File: config.mk
export PLATFORM = sky130hd
export DESIGN_NAME = mips_mc_controller
export DESIGN_NICKNAME = d
export VERILOG_FILES = /design/src/rtl/mips_mc_pkg.sv /design/src/rtl/mips_mc_aludec.sv /design/src/rtl/mips_mc_controller.sv
export SDC_FILE = /design/constraint.sdc
export NUM_CORES = 1
export LEC_CHECK = 0
export BUFFER_PORTS_ARGS = -buffer_cell sky130_fd_sc_hd__buf_2
export CAP_MARGIN = 20
export CORE_AREA = 4 4 41 43
export CTS_BUF_LIST = sky130_fd_sc_hd__clkbuf_16
export DETAILED_ROUTE_END_ITERATION = 8
export DIE_AREA = 0 0 45 47
export PLACE_DENSITY = 0.82
export SYNTH_ARGS = -nofsm -noshare
export SYNTH_HDL_FRONTEND = slang
export SYNTH_SLANG_ARGS = --single-unit
export TNS_END_PERCENT = 1
File: constraint.sdc
create_clock -name CLK -period 2.5 [get_ports CLK]
set_input_delay 0.125 -clock CLK [delete_from_list [all_inputs] [get_ports CLK]]
set_output_delay 0.125 -clock CLK [all_outputs]
set_load 0.02 [all_outputs]
File: src/rtl/mips_mc_pkg.sv
// Shared encodings for the MIPS multicycle control unit: FSM states, opcodes,
// funct codes, ALUOp/ALUControl values and mux select encodings.
package mips_mc_pkg;

    typedef enum logic [3:0] {
        FETCH   = 4'd0,
        DECODE  = 4'd1,
        MEMADR  = 4'd2,
        MEMRD   = 4'd3,
        MEMWB   = 4'd4,
        MEMWR   = 4'd5,
        RTYPEEX = 4'd6,
        RTYPEWB = 4'd7,
        BEQEX   = 4'd8,
        ADDIEX  = 4'd9,
        ADDIWB  = 4'd10,
        JEX     = 4'd11,
        BNEEX   = 4'd12
    } stateT;

    localparam logic [5:0] OP_RTYPE = 6'b000000;
    localparam logic [5:0] OP_LW    = 6'b100011;
    localparam logic [5:0] OP_SW    = 6'b101011;
    localparam logic [5:0] OP_BEQ   = 6'b000100;
    localparam logic [5:0] OP_BNE   = 6'b000101;
    localparam logic [5:0] OP_ADDI  = 6'b001000;
    localparam logic [5:0] OP_J     = 6'b000010;

    localparam logic [5:0] FUNCT_ADD = 6'b100000;
    localparam logic [5:0] FUNCT_SUB = 6'b100010;
    localparam logic [5:0] FUNCT_AND = 6'b100100;
    localparam logic [5:0] FUNCT_OR  = 6'b100101;
    localparam logic [5:0] FUNCT_SLT = 6'b101010;

    typedef enum logic [1:0] {
        ALUOP_ADD   = 2'b00,
        ALUOP_SUB   = 2'b01,
        ALUOP_FUNCT = 2'b10
    } aluOpT;

    localparam logic [2:0] ALU_ADD = 3'b010;
    localparam logic [2:0] ALU_SUB = 3'b110;
    localparam logic [2:0] ALU_AND = 3'b000;
    localparam logic [2:0] ALU_OR  = 3'b001;
    localparam logic [2:0] ALU_SLT = 3'b111;

    localparam logic [1:0] SRCB_REG   = 2'b00;
    localparam logic [1:0] SRCB_FOUR  = 2'b01;
    localparam logic [1:0] SRCB_IMM   = 2'b10;
    localparam logic [1:0] SRCB_IMMSH = 2'b11;

    localparam logic [1:0] PC_ALURESULT = 2'b00;
    localparam logic [1:0] PC_ALUOUT    = 2'b01;
    localparam logic [1:0] PC_JUMP      = 2'b10;

endpackage

File: src/rtl/mips_mc_aludec.sv
// ALU decoder: maps the FSM's ALUOp and the instruction funct field to the
// 3-bit ALU operation code.
module mips_mc_aludec
    import mips_mc_pkg::*;
(
    input  logic [1:0] aluOp,
    input  logic [5:0] funct,
    output logic [2:0] aluControl
);

    // Unknown funct codes fall back to add so an odd R-type behaves like a harmless add.
    always_comb begin
        aluControl = ALU_ADD;
        case (aluOp)
            ALUOP_SUB: aluControl = ALU_SUB;
            ALUOP_FUNCT: begin
                case (funct)
                    FUNCT_ADD: aluControl = ALU_ADD;
                    FUNCT_SUB: aluControl = ALU_SUB;
                    FUNCT_AND: aluControl = ALU_AND;
                    FUNCT_OR:  aluControl = ALU_OR;
                    FUNCT_SLT: aluControl = ALU_SLT;
                    default:   aluControl = ALU_ADD;
                endcase
            end
            default: aluControl = ALU_ADD;
        endcase
    end

endmodule

File: src/rtl/mips_mc_controller.sv
// Moore control FSM for the MIPS multicycle CPU. Optional bne support is
// enabled by defining MIPS_MC_BNE_EN.
module mips_mc_controller
    import mips_mc_pkg::*;
(
    input  logic       CLK,
    input  logic       Reset,
    input  logic [5:0] Op,
    input  logic [5:0] Funct,
    input  logic       Zero,
    output logic       MemWrite,
    output logic       IorD,
    output logic       IRWrite,
    output logic       RegDst,
    output logic       MemtoReg,
    output logic       RegWrite,
    output logic       ALUSrcA,
    output logic [1:0] ALUSrcB,
    output logic [2:0] ALUControl,
    output logic [1:0] PCSrc,
    output logic       PCEn,
    output logic       IllegalOp,
    output logic [3:0] State
);

    stateT stateReg, stateNext, decodeState;
    aluOpT aluOp;
    logic  irWriteRaw, memWriteRaw, regWriteRaw, illegalRaw, pcWrite, branch;
`ifdef MIPS_MC_BNE_EN
    logic  branchNe;
`endif

    always_ff @(posedge CLK) begin
        if (Reset) stateReg <= FETCH;
        else       stateReg <= stateNext;
    end

    // During reset the outputs are decoded as if in FETCH, so the datapath sees benign selects.
    assign decodeState = Reset ? FETCH : stateReg;

    always_comb begin
        stateNext   = FETCH;
        aluOp       = ALUOP_ADD;
        irWriteRaw  = 1'b0;
        memWriteRaw = 1'b0;
        regWriteRaw = 1'b0;
        illegalRaw  = 1'b0;
        pcWrite     = 1'b0;
        branch      = 1'b0;
`ifdef MIPS_MC_BNE_EN
        branchNe    = 1'b0;
`endif
        IorD        = 1'b0;
        RegDst      = 1'b0;
        MemtoReg    = 1'b0;
        ALUSrcA     = 1'b0;
        ALUSrcB     = SRCB_REG;
        PCSrc       = PC_ALURESULT;
        case (decodeState)
            FETCH: begin
                irWriteRaw = 1'b1;
                ALUSrcB    = SRCB_FOUR;
                pcWrite    = 1'b1;
                stateNext  = DECODE;
            end
            DECODE: begin
                ALUSrcB = SRCB_IMMSH;
                case (Op)
                    OP_LW, OP_SW: stateNext = MEMADR;
                    OP_RTYPE:     stateNext = RTYPEEX;
                    OP_BEQ:       stateNext = BEQEX;
                    OP_ADDI:      stateNext = ADDIEX;
                    OP_J:         stateNext = JEX;
`ifdef MIPS_MC_BNE_EN
                    OP_BNE:       stateNext = BNEEX;
`endif
                    default: begin
                        stateNext  = FETCH;
                        illegalRaw = 1'b1;
                    end
                endcase
            end
            MEMADR: begin
                ALUSrcA   = 1'b1;
                ALUSrcB   = SRCB_IMM;
                stateNext = (Op == OP_SW) ? MEMWR : MEMRD;
            end
            MEMRD: begin
                IorD      = 1'b1;
                stateNext = MEMWB;
            end
            MEMWB: begin
                MemtoReg    = 1'b1;
                regWriteRaw = 1'b1;
            end
            MEMWR: begin
                IorD        = 1'b1;
                memWriteRaw = 1'b1;
            end
            RTYPEEX: begin
                ALUSrcA   = 1'b1;
                aluOp     = ALUOP_FUNCT;
                stateNext = RTYPEWB;
            end
            RTYPEWB: begin
                RegDst      = 1'b1;
                regWriteRaw = 1'b1;
            end
            BEQEX: begin
                ALUSrcA = 1'b1;
                aluOp   = ALUOP_SUB;
                PCSrc   = PC_ALUOUT;
                branch  = 1'b1;
            end
`ifdef MIPS_MC_BNE_EN
            BNEEX: begin
                ALUSrcA  = 1'b1;
                aluOp    = ALUOP_SUB;
                PCSrc    = PC_ALUOUT;
                branchNe = 1'b1;
            end
`endif
            ADDIEX: begin
                ALUSrcA   = 1'b1;
                ALUSrcB   = SRCB_IMM;
                stateNext = ADDIWB;
            end
            ADDIWB: regWriteRaw = 1'b1;
            JEX: begin
                PCSrc   = PC_JUMP;
                pcWrite = 1'b1;
            end
            default: stateNext = FETCH;
        endcase
    end

    mips_mc_aludec aluDec (
        .aluOp      (aluOp),
        .funct      (Funct),
        .aluControl (ALUControl)
    );

    assign MemWrite  = memWriteRaw & ~Reset;
    assign IRWrite   = irWriteRaw & ~Reset;
    assign RegWrite  = regWriteRaw & ~Reset;
    assign IllegalOp = illegalRaw & ~Reset;
`ifdef MIPS_MC_BNE_EN
    assign PCEn = ~Reset & (pcWrite | (branch & Zero) | (branchNe & ~Zero));
`else
    assign PCEn = ~Reset & (pcWrite | (branch & Zero));
`endif
    assign State = stateReg;

endmodule

==> metrics.md <==
| Metric | Value |
|---|---|
| Status | complete, no violations |
| CTS resizes | 0 |
| Slowest-stage cell, CP | sky130_fd_sc_hd__dfxtp_1 |
| Kind of end point of the critical path | output port |
| Endpoint arrival time on the critical path | between 2 and 2.5 ns |
| Number of clock sinks | 4 |
| Most frequently used flop master after synthesis | sky130_fd_sc_hd__dfxtp_1 |
| Worst path required time | between 2 and 2.5 ns |
| Initial DRC count | 9 |
| Area of the core region | about 1300 µm² |
| Clock-pin transition on the worst setup and hold timing paths | 0.03 ns |
| Largest fanout on the critical path | 16 |
| Critical Path Start Type | flip-flop |
| Biggest cell delay along the critical path | ~0.63 ns |
| Final worst slack | around 0.3 ns |
| Number of buffers inserted by port buffering | 34 |
| Hpwl dp | approximately 1.2 mm |
| Leakage component of the power | between 0.3 and 0.4 nW |
| Antenna fix cells | 0 |
| Average footprint of a synthesized cell | approximately 7 µm² |
| Cell count after synthesis | 79 |
| Total via count after detailed routing | 742 |
| Number of endpoints failing setup at the final stage | 0 |
| Total Routing Usage GR | 0.166 |
| Clk Tree Root Cell | sky130_fd_sc_hd__clkbuf_16 |
| Number of unique standard cell types used by synthesis | 36 |
| Residual antenna-violating net count after detailed routing | 0 |
| Total die area | about 2100 µm² |
| Number of flip-flops under the largest register name | 4 |
| Utilization of the core after routing | 0.628 |
| Number of buffers inserted for hold repair after clock tree synthesis | 0 |
| Via/cell ratio | approximately 5.8 |
| Tightest slew margin relative to the limit | 0.655 |
| Placer's final routability congestion estimate | 0.805 |
| Layout overhead on the synthesized area | 46.7% |
| Number of enable flip-flop cells after synthesis | 0 |
| Unrepaired setup endpoints after global routing | false |
| Cell type group with the largest total delay on the critical path | simple AND/OR/NAND/NOR gates |
| Total power density per cell area | between 400 and 500 nW/µm² |
| Fraction of the yosys area taken by sequential cells | 0.144 |
| Overflow left after global routing | 0 |
| Die span in x | 45 µm |
| Register area | roughly 80 µm² |
| Post-synthesis instance area | around 560 µm² |
| Min Tclk post-route | between 2 and 2.5 ns |
| Num rows | 13 |
| Count of fill cells added during filler insertion | around 120 |
| Initial core utilization | 0.428 |
| Htree depth | 1 |
| Count of unresolved DRC violations after routing | 0 |
| Upper clock frequency limit | around 450 MHz |
| Worst flop-to-flop path startpoint | State[0] |
| Worst supply voltage drop on vdd | around 0.44 mV |
| Clock tree from TritonCTS | yes |
| Maximum number of pins on one net before global-route repair | 17 |
| Ports placed on the boundary | 35 |
| Share of flip-flops with an asynchronous set or reset | 0 |
| Multi-input combinational cell area | roughly 450 µm² |
| Type of the setup path with the least slack | reg2out |
| Buffers inserted during post-CTS setup optimization | 0 |
| Portion of the clock cycle consumed by the worst path in the final layout | 0.882 |
| Transition time at the pin with the least slew margin | 0.516 ns |
| CP cell instances | nand3_1, inv_1, ha_1, nor4bb_1, a21oi_1, nor2_1, buf_2 |
| CTS buffer count | 3 |
| First-pass GRT wire length | 2.64 mm |
| Height of the die | 47 µm |
| Routed wirelength normalized by instance count | 13.1 µm |
| Sum of buffers and inverters on the critical path | 2 |
| Final layout net count | approximately 130 |
| HP Class | in2reg |
| Post-Route Setup TNS | 0 ns |
| Startpoint of the most critical hold path | Reset |
| Latest clock arrival within the worst-skew pair | roughly 0.23 ns |
| CTS max path bufs | 2 |
| Flops & latches, synth | 4 |
| Total of max-cap violations | 0 |
| Number of hold violations in the final report | 0 |
| Number of global-route vias before repair | 644 |
| Final wirelength | 1.68 mm |
| Worst Clk Skew | 0.00186 ns |
| Detailed Routing Iterations Pass 1 | 4 |
| Synth warn | 0 |
| Launch point of the worst path | State[2] |
| Final Max Tran Viols | 0 |
| Pre-CTS setup slack | between 0.5 and 0.6 ns |
| Share of cells above drive strength 1 | 0.372 |
| Synthesized net count | 96 |
| Initial antenna violation count | 0 |
==> cell usage after synthesis (3+ instances only) <==
master,instances,area (µm²)
sky130_fd_sc_hd__nor3_1,5,25.0
sky130_fd_sc_hd__nand2b_1,3,18.8
sky130_fd_sc_hd__clkbuf_1,4,15.0
sky130_fd_sc_hd__nand2_1,4,15.0
sky130_fd_sc_hd__nand3_1,8,40.0
sky130_fd_sc_hd__dfxtp_1,4,80.1
sky130_fd_sc_hd__nor2b_1,4,25.0
sky130_fd_sc_hd__nor2_1,9,33.8
sky130_fd_sc_hd__a21oi_1,3,15.0
==> final cells by class <==
class / count / share of cell area
multi-input cells: 68 / 0.551
repair buffers: 36 / 0.227
flip-flops and latches: 4 / 0.0980
clock buffers: 3 / 0.0919
well taps: 15 / 0.0230
inverters: 2 / 0.00919
==> through the flow <==
stage | area, µm² | hold WS, ns | total power [mW] | std cells
floorplan | 557 | 0.319 | 0.112 | 79
global placement | 742 | 0.465 | 0.139 | 125
detailed placement | 742 | 0.467 | 0.140 | 125
CTS | 817 | 0.242 | 0.396 | 128
global route | 817 | 0.290 | 0.409 | 128
finish | 817 | 0.251 | 0.395 | 128
==> per-layer routing <==
layer  track usage  routed length [µm]
met3        0.0268                 172
met1         0.191                 646
met2         0.302                 835
met4        0.0702                  21
met5             0                   0
==> power breakdown <==
group / switching, mW / internal (mW) / total (mW)
clock network: 0.0495 / 0.205 / 0.254
registers: 0.00568 / 0.0663 / 0.0719
logic: 0.0387 / 0.0297 / 0.0684
total: 0.0939 / 0.301 / 0.395
==> worst reg2reg max path: cells and delay by family (launching register included) <==
kind	cells	cell delay, ns
flops	1	0.59
simple gates	2	0.97
compound gates	1	0.16
==> final timing paths <==
| path | slack [ns] | end | cells after the start |
|---|---|---|---|
| setup / recovery | 0.29 | ALUControl[2] | 7 |
| hold / removal | 0.25 | State[0] | 2 |
| setup reg to reg | 0.70 | State[1] | 3 |
| hold reg to reg | 0.65 | State[0] | 2 |
==> cells by family after synthesis <==
kind of cell,synth area share
compound gates,0.265
fa+ha+maj,0.0449
simple gates,0.452
flops,0.144
buf+inv,0.0472
xor+xnor,0.0472
==> cells in the final DEF (no fill, tap or decap), types with 2 or more instances in the layout <==
cell,count
sky130_fd_sc_hd__nor3_1,5
sky130_fd_sc_hd__nand2_1,4
sky130_fd_sc_hd__o31a_1,2
sky130_fd_sc_hd__a211oi_1,2
sky130_fd_sc_hd__a21oi_1,3
sky130_fd_sc_hd__buf_2,34
sky130_fd_sc_hd__or3b_1,2
sky130_fd_sc_hd__nor2_1,9
sky130_fd_sc_hd__nor2b_1,4
sky130_fd_sc_hd__buf_4,2
sky130_fd_sc_hd__nand2b_1,3
sky130_fd_sc_hd__nand3_1,8
sky130_fd_sc_hd__ha_1,2
sky130_fd_sc_hd__clkbuf_16,3
sky130_fd_sc_hd__nor4_1,2
sky130_fd_sc_hd__nand3b_1,2
sky130_fd_sc_hd__dfxtp_1,4
sky130_fd_sc_hd__inv_1,2
sky130_fd_sc_hd__xor2_1,2
Power figures use the tool's default switching activity.
